$ cat config.mk
export PLATFORM = sky130hd
export DESIGN_NAME = counter_sweep_ctrl
export DESIGN_NICKNAME = d
export VERILOG_FILES = /design/src/rtl/counter_sweep_ctrl.sv
export SDC_FILE = /design/constraint.sdc
export NUM_CORES = 1
export LEC_CHECK = 0
export BUFFER_PORTS_ARGS = -buffer_cell sky130_fd_sc_hd__buf_2
export CORE_MARGIN = 5
export CORE_UTILIZATION = 43
export CTS_CLUSTER_SIZE = 12
export DETAILED_ROUTE_END_ITERATION = 10
export GPL_ROUTABILITY_DRIVEN = 0
export PLACE_DENSITY = 0.74
export SETUP_SLACK_MARGIN = 0.15
export SYNTH_ARGS = -nofsm -noshare
export SYNTH_HDL_FRONTEND = slang
export SYNTH_SLANG_ARGS = --single-unit
$ cat constraint.sdc
create_clock -name clk -period 5.45 [get_ports clk]
set_clock_uncertainty 0.1 [all_clocks]
set_input_delay 0.2725 -clock clk [delete_from_list [all_inputs] [get_ports clk]]
set_output_delay 0.2725 -clock clk [all_outputs]
set_load 0.05 [all_outputs]
$ cat src/rtl/counter_sweep_ctrl.sv
`default_nettype none
// ============================================================================
//  Module      : counter_sweep_ctrl
//  Description : Sequences an attached up/down counter through programmed
//                ramps (optionally triangular) for a number of passes.
//  Revision    : 1.0 - initial release
// ============================================================================
module counter_sweep_ctrl #(
  parameter int WIDTH   = 4,
  parameter int REPS_W  = 4,
  parameter int DWELL_W = 8
) (
  input  logic               clk,
  input  logic               reset,
  input  logic               start,
  input  logic               abort,
  input  logic [WIDTH-1:0]   cfg_start,
  input  logic [WIDTH-1:0]   cfg_end,
  input  logic               cfg_bounce,
  input  logic [REPS_W-1:0]  cfg_reps,
  input  logic [DWELL_W-1:0] cfg_dwell,
  input  logic [WIDTH-1:0]   cnt_count,
  output logic               cnt_enable,
  output logic               cnt_set,
  output logic [WIDTH-1:0]   cnt_set_value,
  output logic               cnt_up_down,
  output logic               busy,
  output logic               done,
  output logic [REPS_W-1:0]  sweep_idx
);

  typedef enum logic [2:0] {
    S_IDLE    = 3'd0,
    S_LOAD    = 3'd1,
    S_CHECK   = 3'd2,
    S_RUN     = 3'd3,
    S_LEG_END = 3'd4,
    S_DONE    = 3'd5
  } state_t;

  state_t             r_state;
  state_t             w_next;
  logic [WIDTH-1:0]   r_start_val;
  logic [WIDTH-1:0]   r_end_val;
  logic               r_bounce;
  logic [REPS_W-1:0]  r_reps;
  logic [DWELL_W-1:0] r_dwell;
  logic               r_up;
  logic               r_leg_back;
  logic [WIDTH-1:0]   r_target;
  logic [DWELL_W-1:0] r_timer;
  logic [REPS_W-1:0]  r_sweep_idx;
  logic [REPS_W-1:0]  w_idx_inc;
  logic               w_pass_last;

  assign w_idx_inc   = r_sweep_idx + {{(REPS_W-1){1'b0}}, 1'b1};
  assign w_pass_last = (r_reps != '0) && (w_idx_inc == r_reps);
  assign sweep_idx   = r_sweep_idx;

  always_ff @(posedge clk or posedge reset) begin
    if (reset) r_state <= S_IDLE;
    else       r_state <= w_next;
  end

  always_comb begin
    w_next        = r_state;
    busy          = (r_state != S_IDLE);
    cnt_set       = 1'b0;
    cnt_set_value = '0;
    cnt_enable    = 1'b0;
    done          = 1'b0;
    cnt_up_down   = (r_state != S_IDLE) & (r_up ^ r_leg_back);
    case (r_state)
      S_IDLE: begin
        if (start && !abort) w_next = S_LOAD;
      end
      S_LOAD: begin
        cnt_set       = 1'b1;
        cnt_set_value = r_start_val;
        w_next        = S_CHECK;
      end
      S_CHECK: begin
        // count feedback only steers the next state, never an output
        if (cnt_count == r_target) w_next = S_LEG_END;
        else                       w_next = S_RUN;
      end
      S_RUN: begin
        if (r_timer == '0) begin
          cnt_enable = 1'b1;
          w_next     = S_CHECK;
        end
      end
      S_LEG_END: begin
        if (r_bounce && !r_leg_back) w_next = S_CHECK;
        else if (w_pass_last)        w_next = S_DONE;
        else                         w_next = S_LOAD;
      end
      S_DONE: begin
        done   = 1'b1;
        w_next = S_IDLE;
      end
      default: w_next = S_IDLE;
    endcase
    if (abort && (r_state != S_IDLE)) w_next = S_IDLE;
  end

  always_ff @(posedge clk or posedge reset) begin
    if (reset) begin
      r_start_val <= '0;
      r_end_val   <= '0;
      r_bounce    <= 1'b0;
      r_reps      <= '0;
      r_dwell     <= '0;
      r_up        <= 1'b0;
      r_leg_back  <= 1'b0;
      r_target    <= '0;
      r_timer     <= '0;
      r_sweep_idx <= '0;
    end else if (!(abort && (r_state != S_IDLE))) begin
      case (r_state)
        S_IDLE: begin
          if (start && !abort) begin
            r_start_val <= cfg_start;
            r_end_val   <= cfg_end;
            r_bounce    <= cfg_bounce;
            r_reps      <= cfg_reps;
            r_dwell     <= cfg_dwell;
            r_up        <= (cfg_end >= cfg_start);
            r_leg_back  <= 1'b0;
            r_target    <= cfg_end;
            r_sweep_idx <= '0;
          end
        end
        S_CHECK: begin
          if (cnt_count != r_target) r_timer <= r_dwell;
        end
        S_RUN: begin
          if (r_timer != '0) r_timer <= r_timer - {{(DWELL_W-1){1'b0}}, 1'b1};
        end
        S_LEG_END: begin
          if (r_bounce && !r_leg_back) begin
            r_leg_back <= 1'b1;
            r_target   <= r_start_val;
          end else begin
            r_sweep_idx <= w_idx_inc;
            r_leg_back  <= 1'b0;
            r_target    <= r_end_val;
          end
        end
        default: ;
      endcase
    end
  end

endmodule
`default_nettype wire

# Yosys cells after proc, flatten, opt, wreduce, memory -nomap -nowiden
# Cells that the tools add are included.
# W data, S select, Z words.
classes:
  add_sub_neg: 2
  order_cmp: 1
  eq_ne: 14
  mux: 24
  bitwise: 3
  reduce_logical: 18
ops:
  columns: ["op", "count"]
  rows:
  - ["$mux W4", 5]
  - ["$mux W3", 6]
  - ["$mux W8", 2]
  - ["$pmux W4 S2", 2]
  - ["$pmux W8 S2", 1]
  - ["$pmux W3 S5", 1]
  - ["$eq A4 B4 Y1", 2]
  - ["$logic_not A8 Y1", 1]
  - ["$ne A2 B2 Y1 const B", 4]
  - ["$reduce_and A4 Y1", 2]
  - ["$reduce_bool A8 Y1", 1]
  - ["$sub A8 B1 Y8 const B", 1]
  - ["$eq A3 B2 Y1 const B", 2]
  - ["$eq A3 B3 Y1 const B", 2]
  - ["$mux W1", 6]
  - ["$ne A3 B3 Y1 const B", 2]
  - ["$reduce_and A3 Y1", 2]
  - ["$add A4 B1 Y4 const B", 1]
  - ["$ge A4 B4 Y1", 1]
  - ["$logic_and A1 B1 Y1", 4]
  - ["$ne A4 B4 Y1", 1]
  - ["$reduce_bool A2 Y1", 2]
  - ["$reduce_bool A4 Y1", 1]
  - ["$eq A3 B1 Y1 const B", 1]
  - ["other kinds (8)", 9]
word_totals:
  ff_bits: 42
  out_inout_bits: 13
  wordCells: 73

# Longest topological paths before layout
# Gate-level depths: netlist of run 1.
logic_depth:
  ltp_word: 7
  mapped_depth: 8
  ltp_nobuf: 7

# Worst setup path after synthesis of run 1
# No wires, ideal clock.
synth_path:
  path_kind: "register to output"
  from: "register r_state[2]"
  to: "output cnt_set_value[0]"
  arrival_time_ps: 2137
  required_time_ps: 5078
  slack_ps: 2941
  stages_incl_launch_ff: 5
  n_path_buf: 1
  path_cell_list: "dfrtp_1 > buf_2 > nor2b_1 > nor2b_1 > and2_1"
synth_via:
  elab_chain_cells: 2
synth_rtl:
  columns: ["element", "line_no", "source"]
  rows:
  - ["from (decl)", "41", "state_t r_state;"]
  - ["from (signal assigned)", "62", "else r_state <= w_next;"]
  - ["$eq A3 B1 Y1", "73", "case (r_state)"]
  - ["$mux W4", "73", null]
  - ["to (decl)", "25", "output logic [WIDTH-1:0] cnt_set_value,"]
# Every way passes these cells.

# Final worst setup path of run 1
layout_path:
  from: "register r_timer[0]"
  to: "output cnt_enable"
layout_via:
  elab_chain_cells: 3
layout_rtl:
  columns: ["element", "line_no", "source"]
  rows:
  - ["from (decl)", "51", "logic [DWELL_W-1:0] r_timer;"]
  - ["from (signal assigned)", "135", "if (cnt_count != r_target) r_timer <= r_dwell;"]
  - ["from (signal assigned)", "138", "if (r_timer != '0) r_timer <= r_timer - {{(DWELL_W-1){1'b0}}, 1'b1};"]
  - ["$logic_not A8 Y1", "88", "if (r_timer == '0) begin"]
  - ["$mux W1", "88", null]
  - ["$mux W1", "73", null]
  - ["to (decl)", "23", "output logic cnt_enable,"]
# Every way passes these cells.

==> results of run 1 <==
==> flip-flops by register name, summed over array words and instances (netlist names) <==
name and count:
sweep_idx 4, r_target 4, r_state 3, r_timer 8, r_reps 4, r_end_val 4
r_up 1, r_leg_back 1, r_bounce 1, r_dwell 8, r_start_val 4
==> per-layer routing <==
| layer | vias up | GRT usage |
|---|---|---|
| met3 | 6 | 0.0277 |
| met4 | 0 | 0.0475 |
| met1 | 845 | 0.186 |
| met2 | 34 | 0.233 |
| li1 | 877 | - |
| met5 | - | 0 |
==> synthesized netlist by cell type, types with 5 or more instances <==
library cell	number
a21oi_1	15
and2_1	5
clkbuf_1	5
dfrtp_1	42
ha_1	6
inv_1	11
mux2_1	11
mux2_2	12
mux2i_1	5
nand2_1	17
nor2_1	13
nor3_1	5
o21ai_0	17
o21ai_1	5
xor2_1	6
==> worst min-delay path by stage <==
stage               slack [ns]  cells past startpoint                      to
floorplan                 0.30                      1   r_reps[1]$_DFFE_PP0P_
global placement          0.33                      3  r_dwell[5]$_DFFE_PP0P_
detailed placement        0.34                      3   r_reps[0]$_DFFE_PP0P_
CTS                       0.03                      3   r_reps[1]$_DFFE_PP0P_
global route              0.05                      3  r_dwell[1]$_DFFE_PP0P_
finish                    0.01                      3  r_dwell[1]$_DFFE_PP0P_
==> power breakdown <==
group / internal, mW / leakage (nW) / switching (mW)
clock network: 0.0977 / 0.0431 / 0.0948
logic: 0.213 / 0.676 / 0.303
registers: 0.446 / 0.512 / 0.107
==> final cells by class <==
type	instances	area, um^2
clock buffers	6	82.6
fillers	479	2500
flip-flops and latches	42	1050
well taps	70	87.6
repair buffers	42	213
multi-input cells	165	1170
inverters	11	41.3
==> cells by family (layout without fill, tap and decap cells) <==
logic type               after synthesis  in the layout  share of synthesized area
AND/OR/NAND/NOR                       71             71                      0.172
AO/OA/AOI/OAI                         50             50                      0.130
flip-flops                            42             42                      0.458
multiplexers                          28             28                      0.135
buffers and inverters                 20             59                     0.0349
XOR/XNOR                              10             10                     0.0381
adder cells (fa/ha/maj)                6              6                     0.0327
==> worst reg2reg max path: stages, from the launching register on <==
cell	delay, ns
dfrtp_1	0.54
and3b_1	0.60
o211ai_2	0.20
nand2_1	0.30
o21ai_0	0.16
a22o_1	0.20
==> per-stage QoR <==
stage               worst slack, ns  power (mW)  utilization
global route                   2.94        1.36        0.514
CTS                            3.03        1.27        0.514
global placement               3.29        1.06        0.498
detailed placement             3.25        1.07        0.498
floorplan                      2.94       0.953            -
finish                         3.04        1.26        0.514
==> summary.md, run 1 <==
| Metric | Value |
|---|---|
| Status | `completed` |
| Initial antenna violation count | `0` |
| Largest delay share family, worst path | `simple AND/OR/NAND/NOR gates` |
| Vias in the first global route | `1739` |
| Critical path class | `reg -> out` |
| FF-to-FF Start | `r_state[2]$_DFFE_PP0P_` |
| DRT Pass-1 Iters | `4` |
| Final TNS setup | `0 ns` |
| Post-CTS Setup Repair Bufs | `0` |
| Syn_nets | `262` |
| TritonCTS clock tree | `yes` |
| Commonest cells after routing, fill and taps aside | `dfrtp_1, buf_2, nand2_1, o21ai_0, a21oi_1` |
| Critical path buffer and inverter count | `2` |
| CP endpoint | `cnt_enable` |
| RSZ-0062 raised after global routing | `no` |
| Final worst path period need | `2.41 ns` |
| RR Endpoint | `r_timer[7]$_DFFE_PP0P_` |
| Initial DRC count | `135` |
| Setup crit start kind | `register` |
| Peak VDD IR | `192 uV` |
| Synth unique cells | `45` |
| CP Data Arrival Time | `2.04 ns` |
| Port Buffers | `41` |
| CTS resizes | `0` |
| CP required | `5.08 ns` |
| # DRC | `0` |
| Commonest non-fill, non-tap cell in the layout | `dfrtp_1` |
| Mapped Cells | `227` |
| Largest net degree at the start of global routing | `43` |
| Yosys top cell by area | `dfrtp_1` |
| Layout area overhead | `15.0%` |
| Slew HR | `0.491` |
| Worst-Skew Late Latency | `0.28 ns` |
| Grt ovf | `0` |
| Top routing layer in use | `met4` |
| Async S/R FF share, synth | `1.00` |
| Critical Path Fanout Max | `4` |
| Slew @ Worst Pin | `0.763 ns` |
| Max-slew violations | `0` |
| Syn_area_per_cell | `10.1 um^2` |
| Worst reg-to-reg path cell count | `5` |
| Final std cells w/o fill | `336` |
| Clk root buf | `clkbuf_8` |
| H-tree level count | `2` |
| Crit. End Element | `output pin` |
| Placed cell count | `330` |
| Critical path launch point | `r_timer[0]$_DFFE_PP0P_` |
| First-pass GRT wire length | `8160 um` |
| Hold WC Path Type | `in -> async` |
| Placeable Area | `5140 um^2` |
| Hold_buf cts | `0` |
| Post-Layout Inst Area | `2640 um^2` |
| Register area share after synthesis | `0.458` |
| Met3 WL | `165 um` |
| Placed cell areas | `2560 um^2` |
| GRT Util Overall | `0.141` |
| Wl on met1 | `2160 um` |
| Clock Path Buffers | `2` |
| HPWL Detailed | `3590 um` |
| Max Clock Freq | `415 MHz` |
| Max-Cap Viols | `0` |
| Die X | `83.1 um` |
| Average wire per standard cell | `14.2 um` |
| Layout cells sized above 1 | `0.259` |
| I/O pin count | `42` |
| Worst-path clk slew | `0.07 ns` |
| Antenna Nets Post-Route | `0` |
| Slowest cell delay on critical path | `0.52 ns` |
| Starting Density | `0.447` |
| Final hold viol count | `0` |
| CP max stage cell | `or4b_4` |
| Flops & latches, synth | `42` |
| EDFF count, synth | `0` |
| Final worst-path cycle share | `0.442` |
| Die Ht | `83.1 um` |
| CP Cell Sequence | `inv_1 -> ha_1 -> or4b_4 -> nor2_4 -> and3_2 -> buf_2` |
| Syn Std Cell Area | `2300 um^2` |
| Full die area | `6900 um^2` |
| Detail-routed via count per cell | `5.24` |
| Crit path depth | `6` |
| Leak | `1.23 nW` |
| R2R setup slack | `3.24 ns` |
| Synth Flop Type | `dfrtp_1` |
| Synthesis warning total | `0` |
| Largest cells by area after synthesis | `dfrtp_1, mux2_2, mux2_1, o21ai_0, a21oi_1` |
| Fin nets | `302` |
| Post-synth top area share | `0.458` |
| Met2 WL | `2370 um` |
| Worst hold margin | `0.0119 ns` |
| Total power divided by cell area | `478 nW/um^2` |
| Total vias in the final route | `1762` |
| N_diodes | `0` |
| Total Wirelength | `4760 um` |
| CTS sink cnt | `42` |
| Total clock buffers created by CTS | `5` |
| Final setup violation count | `0` |
| # rows | `26` |
No activity file was read; power rests on OpenSTA's default activity.
==> run 2, diff against run 1 <==
clock period = 2.4 ns   (was 5.45 ns; I/O delays follow)
==> run 2 against run 1 <==
  * Via count grew 7.9%
  * Worst hold slack gained 0.085 ns
  * Count of clock-buffer cells in the layout shrank 1
  * Largest power group unchanged
==> summary.md, run 2 (synthesis results as in run 1) <==
| Metric | Value |
|---|---|
| Commonest non-fill, non-tap cell in the layout | `dfrtp_1 (unchanged)` |
| First-pass GRT wire length | `8670 um (was 8160 um)` |
| H-tree level count | `2 (unchanged)` |
| Initial DRC count | `99 (was 135)` |
| Leak | `1.37 nW (was 1.23 nW)` |
| I/O pin count | `42 (unchanged)` |
| Total Wirelength | `5070 um (was 4760 um)` |
| Detail-routed via count per cell | `5.20 (was 5.24)` |
| Layout area overhead | `28.9% (was 15.0%)` |
| Initial antenna violation count | `0 (unchanged)` |
| Final TNS setup | `0 ns (unchanged)` |
| Final hold viol count | `0 (unchanged)` |
| Grt ovf | `0 (unchanged)` |
| Hold WC Path Type | `in -> reg (was in -> async)` |
| Placeable Area | `5140 um^2 (unchanged)` |
| Total vias in the final route | `1902 (was 1762)` |
| Slew HR | `0.603 (was 0.491)` |
| CP required | `2.18 ns (was 5.08 ns)` |
| Die Ht | `83.1 um (unchanged)` |
| HPWL Detailed | `3500 um (was 3590 um)` |
| CTS sink cnt | `42 (unchanged)` |
| Biggest regs | `r_dwell x8, r_timer x8 (unchanged)` |
| Die X | `83.1 um (unchanged)` |
| RSZ-0062 raised after global routing | `no (unchanged)` |
| Vias in the first global route | `1938 (was 1739)` |
| Worst-path clk slew | `0.09 ns (was 0.07 ns)` |
| Worst-Skew Late Latency | `0.30 ns (was 0.28 ns)` |
| Critical Path Fanout Max | `4 (unchanged)` |
| Worst hold margin | `0.0967 ns (was 0.0119 ns)` |
| Final setup violation count | `0 (unchanged)` |
| Register Area | `1050 um^2 (unchanged)` |
| Worst Hold Depth | `3` |
| CP Data Arrival Time | `1.97 ns (was 2.04 ns)` |
| Worst reg-to-reg path cell count | `7 (was 5)` |
| Average wire per standard cell | `13.9 um (was 14.2 um)` |
| TritonCTS clock tree | `yes (unchanged)` |
| Max-slew violations | `0 (unchanged)` |
| Critical path class | `reg -> out (unchanged)` |
| Status | `completed (unchanged)` |
| N_diodes | `0 (unchanged)` |
| DRT Pass-1 Iters | `4 (unchanged)` |
| Final worst-path cycle share | `0.911` |
| Final worst path period need | `2.19 ns` |
| Crit. End Element | `output pin (unchanged)` |
| Starting Density | `0.447 (unchanged)` |
| Slew @ Worst Pin | `0.587 ns (was 0.763 ns)` |
| Max-Cap Viols | `0 (unchanged)` |
| # rows | `26 (unchanged)` |
| Clk root buf | `clkbuf_8 (unchanged)` |
| Layout cells sized above 1 | `0.270 (was 0.259)` |
| Filler cell count | `463 (was 479)` |
| Max Clock Freq | `457 MHz` |
| Commonest cells after routing, fill and taps aside | `dfrtp_1, buf_2, dlygate4sd3_1 (was dfrtp_1, buf_2, nand2_1, o21ai_0, a21oi_1)` |
| Setup crit start kind | `register (unchanged)` |
| Multi-input gate area | `1180 um^2 (was 1170 um^2)` |
| GRT Util Overall | `0.151 (was 0.141)` |
| Full die area | `6900 um^2 (unchanged)` |
| Largest net degree at the start of global routing | `43 (unchanged)` |
| Peak VDD IR | `676 uV (was 192 uV)` |
| Total clock buffers created by CTS | `5 (unchanged)` |
| Fin nets | `330 (was 302)` |
| Clock Path Buffers | `2 (unchanged)` |
| Antenna Nets Post-Route | `0 (unchanged)` |
| # DRC | `0 (unchanged)` |
| Util after Layout | `0.576 (was 0.514)` |
| Total power divided by cell area | `1040 nW/um^2 (was 478 nW/um^2)` |
| Port Buffers | `41 (unchanged)` |
-- run 2: power breakdown --
| group | switching [mW] | total, mW | internal [mW] |
|---|---|---|---|
| registers | 0.247 | 1.26 | 1.01 |
| logic | 0.706 | 1.26 | 0.553 |
| clock network | 0.247 | 0.554 | 0.306 |
-- run 2: timing repair --
item                                   in CTS  in global routing
buffers inserted                            0                  1
cloned                                      0                  0
resized for setup                           1                  5
setup endpoints to repair                   1                 10
endpoints found under the hold margin      63                  0
pin swaps                                   0                  1
hold buffers                               22                  0
-- run 2: per-layer routing --
metal  up-vias  share of wire  global-route usage  wire (um)
met5         -              0                   0          0
met4         0          0.012              0.0446         61
met3         7          0.042              0.0376        211
met2        38           0.51               0.270       2610
met1       921           0.43               0.178       2190
li1        936              -                   -          -
-- run 2: final cells by class --
type	instances	area share
Clock buffer	5	0.0232
Clock inverter	3	0.0135
Inverter	11	0.0139
Multi-Input combinational cell	165	0.400
Sequential cell	42	0.355
Tap cell	70	0.0296
Timing Repair Buffer	70	0.165
-- run 2: worst max-delay path, cell delays in order, from the launching register on --
cell	delay [ns]
dfrtp_1	0.40
inv_1	0.13
ha_4	0.16
or4b_4	0.50
nor2_4	0.12
and3_2	0.22
buf_8	0.15
-- run 2: per-stage QoR --
step	total power, mW	cells	setup slack (ns)	instance area [um^2]
after floorplan	2.17	227	0.345	2300
after global placement	2.42	335	0.256	2600
after detailed placement	2.47	335	0.187	2600
after CTS	3.06	365	0.158	2930
after global routing	3.29	366	0.130	2960
final	3.07	366	0.213	2960
-- run 2: final timing paths --
| path | startpoint | end | slack (ns) |
|---|---|---|---|
| worst max-delay path | r_timer[0]$_DFFE_PP0P_ | cnt_enable | 0.21 |
| worst min-delay path | abort | r_state[2]$_DFFE_PP0P_ | 0.1 |
| worst max register to register | r_timer[0]$_DFFE_PP0P_ | r_state[1]$_DFFE_PP0P_ | 0.26 |
| worst min register to register | r_end_val[0]$_DFFE_PP0P_ | r_end_val[0]$_DFFE_PP0P_ | 0.39 |
| max in group asynchronous | reset | r_bounce$_DFFE_PP0P_ | 1.45 |
| min in group asynchronous | reset | r_reps[0]$_DFFE_PP0P_ | 0.39 |
